File: config.mk
export PLATFORM = sky130hd
export DESIGN_NAME = mux_sel_sequencer_flat
export DESIGN_NICKNAME = d
export VERILOG_FILES = /design/src/rtl/mux_sel_sequencer_pkg.sv /design/src/rtl/mux_sel_sequencer_if.sv /design/src/rtl/mux_sel_sequencer_rr_pick.sv /design/src/rtl/mux_sel_sequencer.sv /design/src/flat_wrapper.sv
export SDC_FILE = /design/constraint.sdc
export NUM_CORES = 1
export LEC_CHECK = 0
export CORE_MARGIN = 2
export CORE_UTILIZATION = 56
export CTS_CLUSTER_SIZE = 14
export DETAILED_ROUTE_END_ITERATION = 16
export GPL_ROUTABILITY_DRIVEN = 0
export GPL_TIMING_DRIVEN = 0
export HOLD_SLACK_MARGIN = 0.02
export PLACE_DENSITY = 0.8
export SKIP_CTS_REPAIR_TIMING = 1
export SYNTH_ARGS = -nofsm -noshare
export SYNTH_HDL_FRONTEND = slang
export SYNTH_SLANG_ARGS = --single-unit
File: constraint.sdc
create_clock -name clk -period 4.1 [get_ports clk]
set_input_delay 1.025 -clock clk [delete_from_list [all_inputs] [get_ports clk]]
set_output_delay 1.025 -clock clk [all_outputs]
set_load 0.02 [all_outputs]
File: src/rtl/mux_sel_sequencer_pkg.sv
// Shared types and sizes for the mux select sequencer.
//   N_CH  : channel count, tied to the 3-bit mux select
//   SEL_W : select width
//   CNT_W : dwell counter width (saturates at 255)
package mux_sel_pkg;
    localparam int N_CH  = 8;
    localparam int SEL_W = 3;
    localparam int CNT_W = 8;

    typedef enum logic [1:0] {
        IDLE   = 2'd0,
        SETTLE = 2'd1,
        DWELL  = 2'd2
    } state_e;
endpackage

File: src/rtl/mux_sel_sequencer_if.sv
// Request/select bundle between the channel requesters/consumer and the
// sequencer.
//   master : sequencer side (drives s, grant, sel_valid, timeout, busy)
//   slave  : requester/consumer side (drives req, ack)
interface mux_sel_if;
    import mux_sel_pkg::*;

    logic [N_CH-1:0]  req;
    logic             ack;
    logic [SEL_W-1:0] s;
    logic [N_CH-1:0]  grant;
    logic             sel_valid;
    logic             timeout;
    logic             busy;

    modport master (input req, ack, output s, grant, sel_valid, timeout, busy);
    modport slave  (output req, ack, input s, grant, sel_valid, timeout, busy);
endinterface

File: src/rtl/mux_sel_sequencer_rr_pick.sv
// Combinational round-robin picker.
//   req   in  : per-channel request
//   last  in  : most recently served channel (lowest priority)
//   found out : any request present
//   idx   out : first requester searching last+1 .. last with wrap-around
module rr_pick
    import mux_sel_pkg::*;
(
    input  logic [N_CH-1:0]  req,
    input  logic [SEL_W-1:0] last,
    output logic             found,
    output logic [SEL_W-1:0] idx
);
    always_comb begin
        logic [SEL_W-1:0] ch;
        found = 1'b0;
        idx   = last;
        ch    = '0;
        // Offset N_CH wraps to last itself, so it is checked last.
        for (int i = 1; i <= N_CH; i++) begin
            ch = last + SEL_W'(i);
            if (!found && req[ch]) begin
                found = 1'b1;
                idx   = ch;
            end
        end
    end
endmodule

File: src/rtl/mux_sel_sequencer.sv
// Round-robin select sequencer for the 8:1 decoder/tristate mux.
// Grants one channel at a time, holds it for a bounded dwell window and
// leaves at least one all-zero grant cycle between selections.
//   clk, rst  : clock, async active-high reset
//   bus       : mux_sel_if.master (req/ack in; s/grant/sel_valid/timeout/busy out)
//   MIN_DWELL : cycles of sel_valid before ack is honoured (>=1)
//   MAX_DWELL : sel_valid timeout in cycles, 0 disables (<=255)
module mux_sel_sequencer
    import mux_sel_pkg::*;
#(
    parameter int MIN_DWELL = 4,
    parameter int MAX_DWELL = 64
)(
    input  logic     clk,
    input  logic     rst,
    mux_sel_if.master bus
);
    localparam logic [CNT_W-1:0] MIN_M1 = CNT_W'(MIN_DWELL - 1);
    localparam logic [CNT_W-1:0] MAX_M1 = CNT_W'((MAX_DWELL == 0) ? 0 : MAX_DWELL - 1);

    state_e           state_q, state_d;
    logic [SEL_W-1:0] s_q, s_d, last_q, last_d;
    logic [N_CH-1:0]  grant_q, grant_d;
    logic             sel_valid_q, sel_valid_d;
    logic             timeout_q, timeout_d;
    logic             busy_q, busy_d;
    logic [CNT_W-1:0] cnt_q, cnt_d;

    logic             found;
    logic [SEL_W-1:0] pick_idx;
    logic             rel_norm, rel_abort, rel_to;

    rr_pick u_pick (
        .req   (bus.req),
        .last  (last_q),
        .found (found),
        .idx   (pick_idx)
    );

    // Release causes; a normal release wins over an abort, and timeout only
    // fires when neither of the others applies.
    assign rel_norm  = bus.ack && (cnt_q >= MIN_M1);
    assign rel_abort = !bus.req[s_q];
    assign rel_to    = (MAX_DWELL != 0) && (cnt_q == MAX_M1) && !rel_norm && !rel_abort;

    always_comb begin
        state_d     = state_q;
        s_d         = s_q;
        last_d      = last_q;
        grant_d     = grant_q;
        sel_valid_d = sel_valid_q;
        busy_d      = busy_q;
        cnt_d       = cnt_q;
        timeout_d   = 1'b0;
        case (state_q)
            IDLE: begin
                if (found) begin
                    s_d     = pick_idx;
                    grant_d = {{(N_CH-1){1'b0}}, 1'b1} << pick_idx;
                    busy_d  = 1'b1;
                    state_d = SETTLE;
                end
            end
            SETTLE: begin
                sel_valid_d = 1'b1;
                cnt_d       = '0;
                state_d     = DWELL;
            end
            DWELL: begin
                cnt_d = (cnt_q == '1) ? cnt_q : cnt_q + 1'b1;
                if (rel_norm || rel_abort || rel_to) begin
                    grant_d     = '0;
                    sel_valid_d = 1'b0;
                    busy_d      = 1'b0;
                    last_d      = s_q;
                    timeout_d   = rel_to;
                    state_d     = IDLE;
                end
            end
            default: state_d = IDLE;
        endcase
    end

    always_ff @(posedge clk or posedge rst) begin
        if (rst) begin
            state_q     <= IDLE;
            s_q         <= '0;
            last_q      <= SEL_W'(N_CH - 1);
            grant_q     <= '0;
            sel_valid_q <= 1'b0;
            timeout_q   <= 1'b0;
            busy_q      <= 1'b0;
            cnt_q       <= '0;
        end else begin
            state_q     <= state_d;
            s_q         <= s_d;
            last_q      <= last_d;
            grant_q     <= grant_d;
            sel_valid_q <= sel_valid_d;
            timeout_q   <= timeout_d;
            busy_q      <= busy_d;
            cnt_q       <= cnt_d;
        end
    end

    assign bus.s         = s_q;
    assign bus.grant     = grant_q;
    assign bus.sel_valid = sel_valid_q;
    assign bus.timeout   = timeout_q;
    assign bus.busy      = busy_q;
endmodule

File: src/flat_wrapper.sv
// flat-port wrapper written by rule: the top's interface ports become plain ports
module mux_sel_sequencer_flat import mux_sel_pkg::*;
#(
    parameter int MIN_DWELL = 4,
    parameter int MAX_DWELL = 64
)
  (clk, rst, bus_req, bus_ack, bus_s, bus_grant, bus_sel_valid, bus_timeout, bus_busy);
  mux_sel_if bus_i ();
  input  logic clk;
  input  logic rst;
  input wire logic [$bits(bus_i.req)-1:0] bus_req;
  input wire logic [$bits(bus_i.ack)-1:0] bus_ack;
  output wire logic [$bits(bus_i.s)-1:0] bus_s;
  output wire logic [$bits(bus_i.grant)-1:0] bus_grant;
  output wire logic [$bits(bus_i.sel_valid)-1:0] bus_sel_valid;
  output wire logic [$bits(bus_i.timeout)-1:0] bus_timeout;
  output wire logic [$bits(bus_i.busy)-1:0] bus_busy;
  assign bus_i.req = bus_req;
  assign bus_i.ack = bus_ack;
  assign bus_s = bus_i.s;
  assign bus_grant = bus_i.grant;
  assign bus_sel_valid = bus_i.sel_valid;
  assign bus_timeout = bus_i.timeout;
  assign bus_busy = bus_i.busy;
  mux_sel_sequencer #(.MIN_DWELL(MIN_DWELL), .MAX_DWELL(MAX_DWELL)) u_core (.clk(clk), .rst(rst), .bus(bus_i));
endmodule
==> flow_metrics.tcl <==
set metrics [dict create \
    vias_per_cell 6.48 \
    p_seq_share_pct 19.2 \
    detail_route.wl_per_cell_um 16.8 \
    skew_ns 0.00817 \
    h-tree-depth 1 \
    seq_area_frac_synth_pct 31.2 \
    grt_start_max_net_pins 28 \
    ys.flop_type "dfrtp_1" \
    numCtsBuffers 3 \
    ant_nets 0 \
    grt_pass1_wl_um 8560 \
    finalSetupTns_ns 0 \
    nFillCells 311 \
    area_growth_pct 15.8 \
    setup_viol 0 \
    route.detailed.drc 0 \
    ir_drop_v 0.000577 \
    yosys.area_share.simple_pct 16.7 \
    hpwl_um 3800 \
    clk_pin_slew_ns 0.09 \
    clock_path_buffers 2 \
    slew_headroom_pct 34.1 \
    start_util_pct 59.1 \
    via_count 1958 \
    grt_use_total_pct 25.1 \
    io_pins 25 \
    hold_depth 2 \
    clk_latency_ns 0.27 \
    ys_top_cells_by_area "dfrtp_1 (28%), mux4_2 (11%), nand2_1 (4.8%), mux2i_1 (4.6%), mux2_2 (4.1%)" \
    dpl_cell_area_um2 2480 \
    critical_path.cell_chain "buf_6 > buf_2 > inv_1 > ha_1 > xnor2_4 > mux2i_1 > a2111oi_0 > o22ai_1 > a221o_1 > a31oi_4 > nor3b_2 > a22o_1" \
    grt_overflow 0 \
    nets 269 \
    r2r_cells 12 \
    cp-start-kind "flip-flop" \
    hp-start "u_core.bus.grant[3]" \
    synthesis.area_um2 2180 \
    power_density_nw_per_um2 910 \
    ys.warnings.count 0 \
    cp_slowest_stage_delay_ns 0.63 \
    synthXorXnorAreaFrac_pct 3.21 \
    dr.pass1.iters 4 \
    min_to "u_core.bus.grant[3]" \
    drive_gt1_share_pct 16.9 \
    crit_fanout 10 \
    cpMaxStageDelayCell "a2111oi_0" \
    yosys.area.top_type_share_pct 27.6 \
    synth_nets 240 \
    max_cap_viol_count 0 \
    synthAdderAreaFrac_pct 1.72 \
    placedCellCount 298 \
    synthTopCellsByCount "nand2_1 (28), dfrtp_1 (24), nor2_1 (18), o21ai_0 (15), a21oi_1 (14)" \
    p_leak_nw 1.02 \
    hold_path_class "flip-flop to flip-flop" \
    ys_ff_latch 27 \
    fin_crit_sh_pct 92.5 \
    synth_cell_types 52 \
    tritoncts "built" \
    coreArea_um2 3690 \
    antenna_found_initial 0 \
    yosys.area.top_type "dfrtp_1" \
    die_w_um 66.4 \
    layout.cells.non_filler 302 \
    synth_compound_area_share_pct 23.0 \
    clock_sinks 27 \
    p_int_mw 1.17 \
    die_h_um 66.4 \
    switching_share_pct 49.2 \
    multi_input_area_um2 1410 \
    max_freq_mhz 264 \
    routed_wl_um 5060 \
    power_frac_comb_pct 74.4 \
    synth_cells 226 \
    fin_crit_ns 3.79 \
    avgSynthCellArea_um2 9.64 \
    std_cell_rows 22 \
    async_flop_share_pct 100 \
    status "finished, final reports clean" \
    io_buffers 24 \
    cts-root-buf "clkbuf_8" \
    rsz0062_at_grt "no" \
    power.switching_mw 1.13 \
    num_antenna_cells 0 \
    dieArea_um2 4410 \
    reg2reg_from "u_core.last_q[1]" \
    design_area_um2 2520 \
    grt_pass1_vias 1781 \
    yosysMostFrequentCell "nand2_1" \
    synth_edf_count 0 \
    pwr-share-clk_pct 6.4 \
    synth_top_family_by_area "compound AO/OA/AOI/OAI gates" \
    drt_iter0_drc 210 \
    synth_mux_area_share_pct 20.1 \
    cp-end-kind "flip-flop" \
    ff2ff_setup_slack_ns 0.31 \
    tightestPinTransition_ns 0.988 \
    crit_arrival_ns 4.00 \
    maxSlewViolCount 0 \
    crit_type "flip-flop to flip-flop" \
    timing.rr.end "u_core.bus.grant[4]" \
    timing_hold_violations_final 0 \
    crit_required_ns 4.30 \
    regArea_um2 679 \
]
[sequential cells by signal (all words and copies together), names as in the netlist]
name and cells:
u_core.bus.grant 8, u_core.cnt_q 8, u_core.bus.s 3, u_core.last_q 3, u_core.state_q 2, u_core.bus.busy 1, u_core.bus.sel_valid 1, u_core.bus.timeout 1
[cells by family (layout without fill, tap and decap cells)]
| logic type | count (synthesis) | count (layout) |
|---|---|---|
| simple gates | 75 | 75 |
| compound gates | 70 | 70 |
| mux | 29 | 29 |
| flops | 27 | 27 |
| buf+inv | 17 | 45 |
| xor+xnor | 5 | 5 |
| fa+ha+maj | 3 | 3 |
[per-stage QoR]
step / util, % / hold slack [ns] / power (mW) / setup WS [ns]
floorplan: - / 0.468 / 1.75 / 0.873
global placement: 67.2 / 0.472 / 2.10 / 0.231
detailed placement: 67.2 / 0.484 / 2.13 / 0.281
CTS: 68.5 / 0.504 / 2.29 / 0.399
global route: 68.5 / 0.535 / 2.48 / 0.136
finish: 68.5 / 0.500 / 2.30 / 0.306
[area by class of cell]
type | instances | share of cell area [%]
inverters | 11 | 1.64
clock buffers | 4 | 1.78
multi-input cells | 182 | 55.9
well taps | 48 | 2.38
flip-flops and latches | 27 | 26.9
repair buffers | 24 | 9.51
plain buffers | 6 | 1.88
[critical path: cells and delay by family, from the launching register on]
kind	cells	cell delay, ns
fa+ha+maj	1	0.34
flops	1	0.55
compound gates	5	1.54
simple gates	1	0.23
mux	1	0.20
buf+inv	3	0.53
xor+xnor	1	0.32
[layout by cell type, fill, tap and decap left out, types with 3 or more instances in the layout]
cell type,synthesis,routed
nand2_1,28,28
clkbuf_8,0,3
ha_1,3,3
o21ai_1,6,6
a221oi_1,3,3
clkdlybuf4s50_1,0,24
dfrtp_1,24,24
dfstp_2,3,3
a21oi_1,14,14
nor3_1,4,4
o21ai_0,15,15
a221o_1,3,3
mux2i_1,10,10
and3_1,5,5
a31oi_1,3,3
nand2b_1,4,4
mux4_2,11,11
a211oi_1,4,4
nand3_1,9,9
mux2_2,8,8
nor2_1,18,18
inv_1,8,8
a22o_1,4,4
[power by group through the flow]
stage,registers [mW],logic [mW],clock network (mW)
5_1_grt,0.453,1.87,0.160
4_1_cts,0.440,1.69,0.151
3_5_place_dp,0.445,1.69,0
3_3_place_gp,0.442,1.66,0
6_report,0.441,1.71,0.147
2_1_floorplan,0.475,1.28,0
[routing by layer]
metal / GRT usage [%] / wire [µm]
met2: 37.8 / 2300
met5: 0 / 0
met3: 5.62 / 326
met1: 37.5 / 2380
met4: 4.34 / 63
[worst max-delay path by stage]
stage	start	endpoint	slack, ns	cells past startpoint
2_1_floorplan	u_core.last_q[1]	u_core.bus.grant[4]	0.87	13
3_3_place_gp	bus_req[0]	u_core.bus.grant[4]	0.23	8
3_5_place_dp	bus_req[0]	u_core.bus.grant[4]	0.28	8
4_1_cts	u_core.last_q[1]	u_core.bus.grant[4]	0.40	12
5_1_grt	u_core.last_q[1]	u_core.bus.grant[4]	0.14	12
6_report	u_core.last_q[1]	u_core.bus.grant[4]	0.31	12
(Power assumes the default switching activity.)
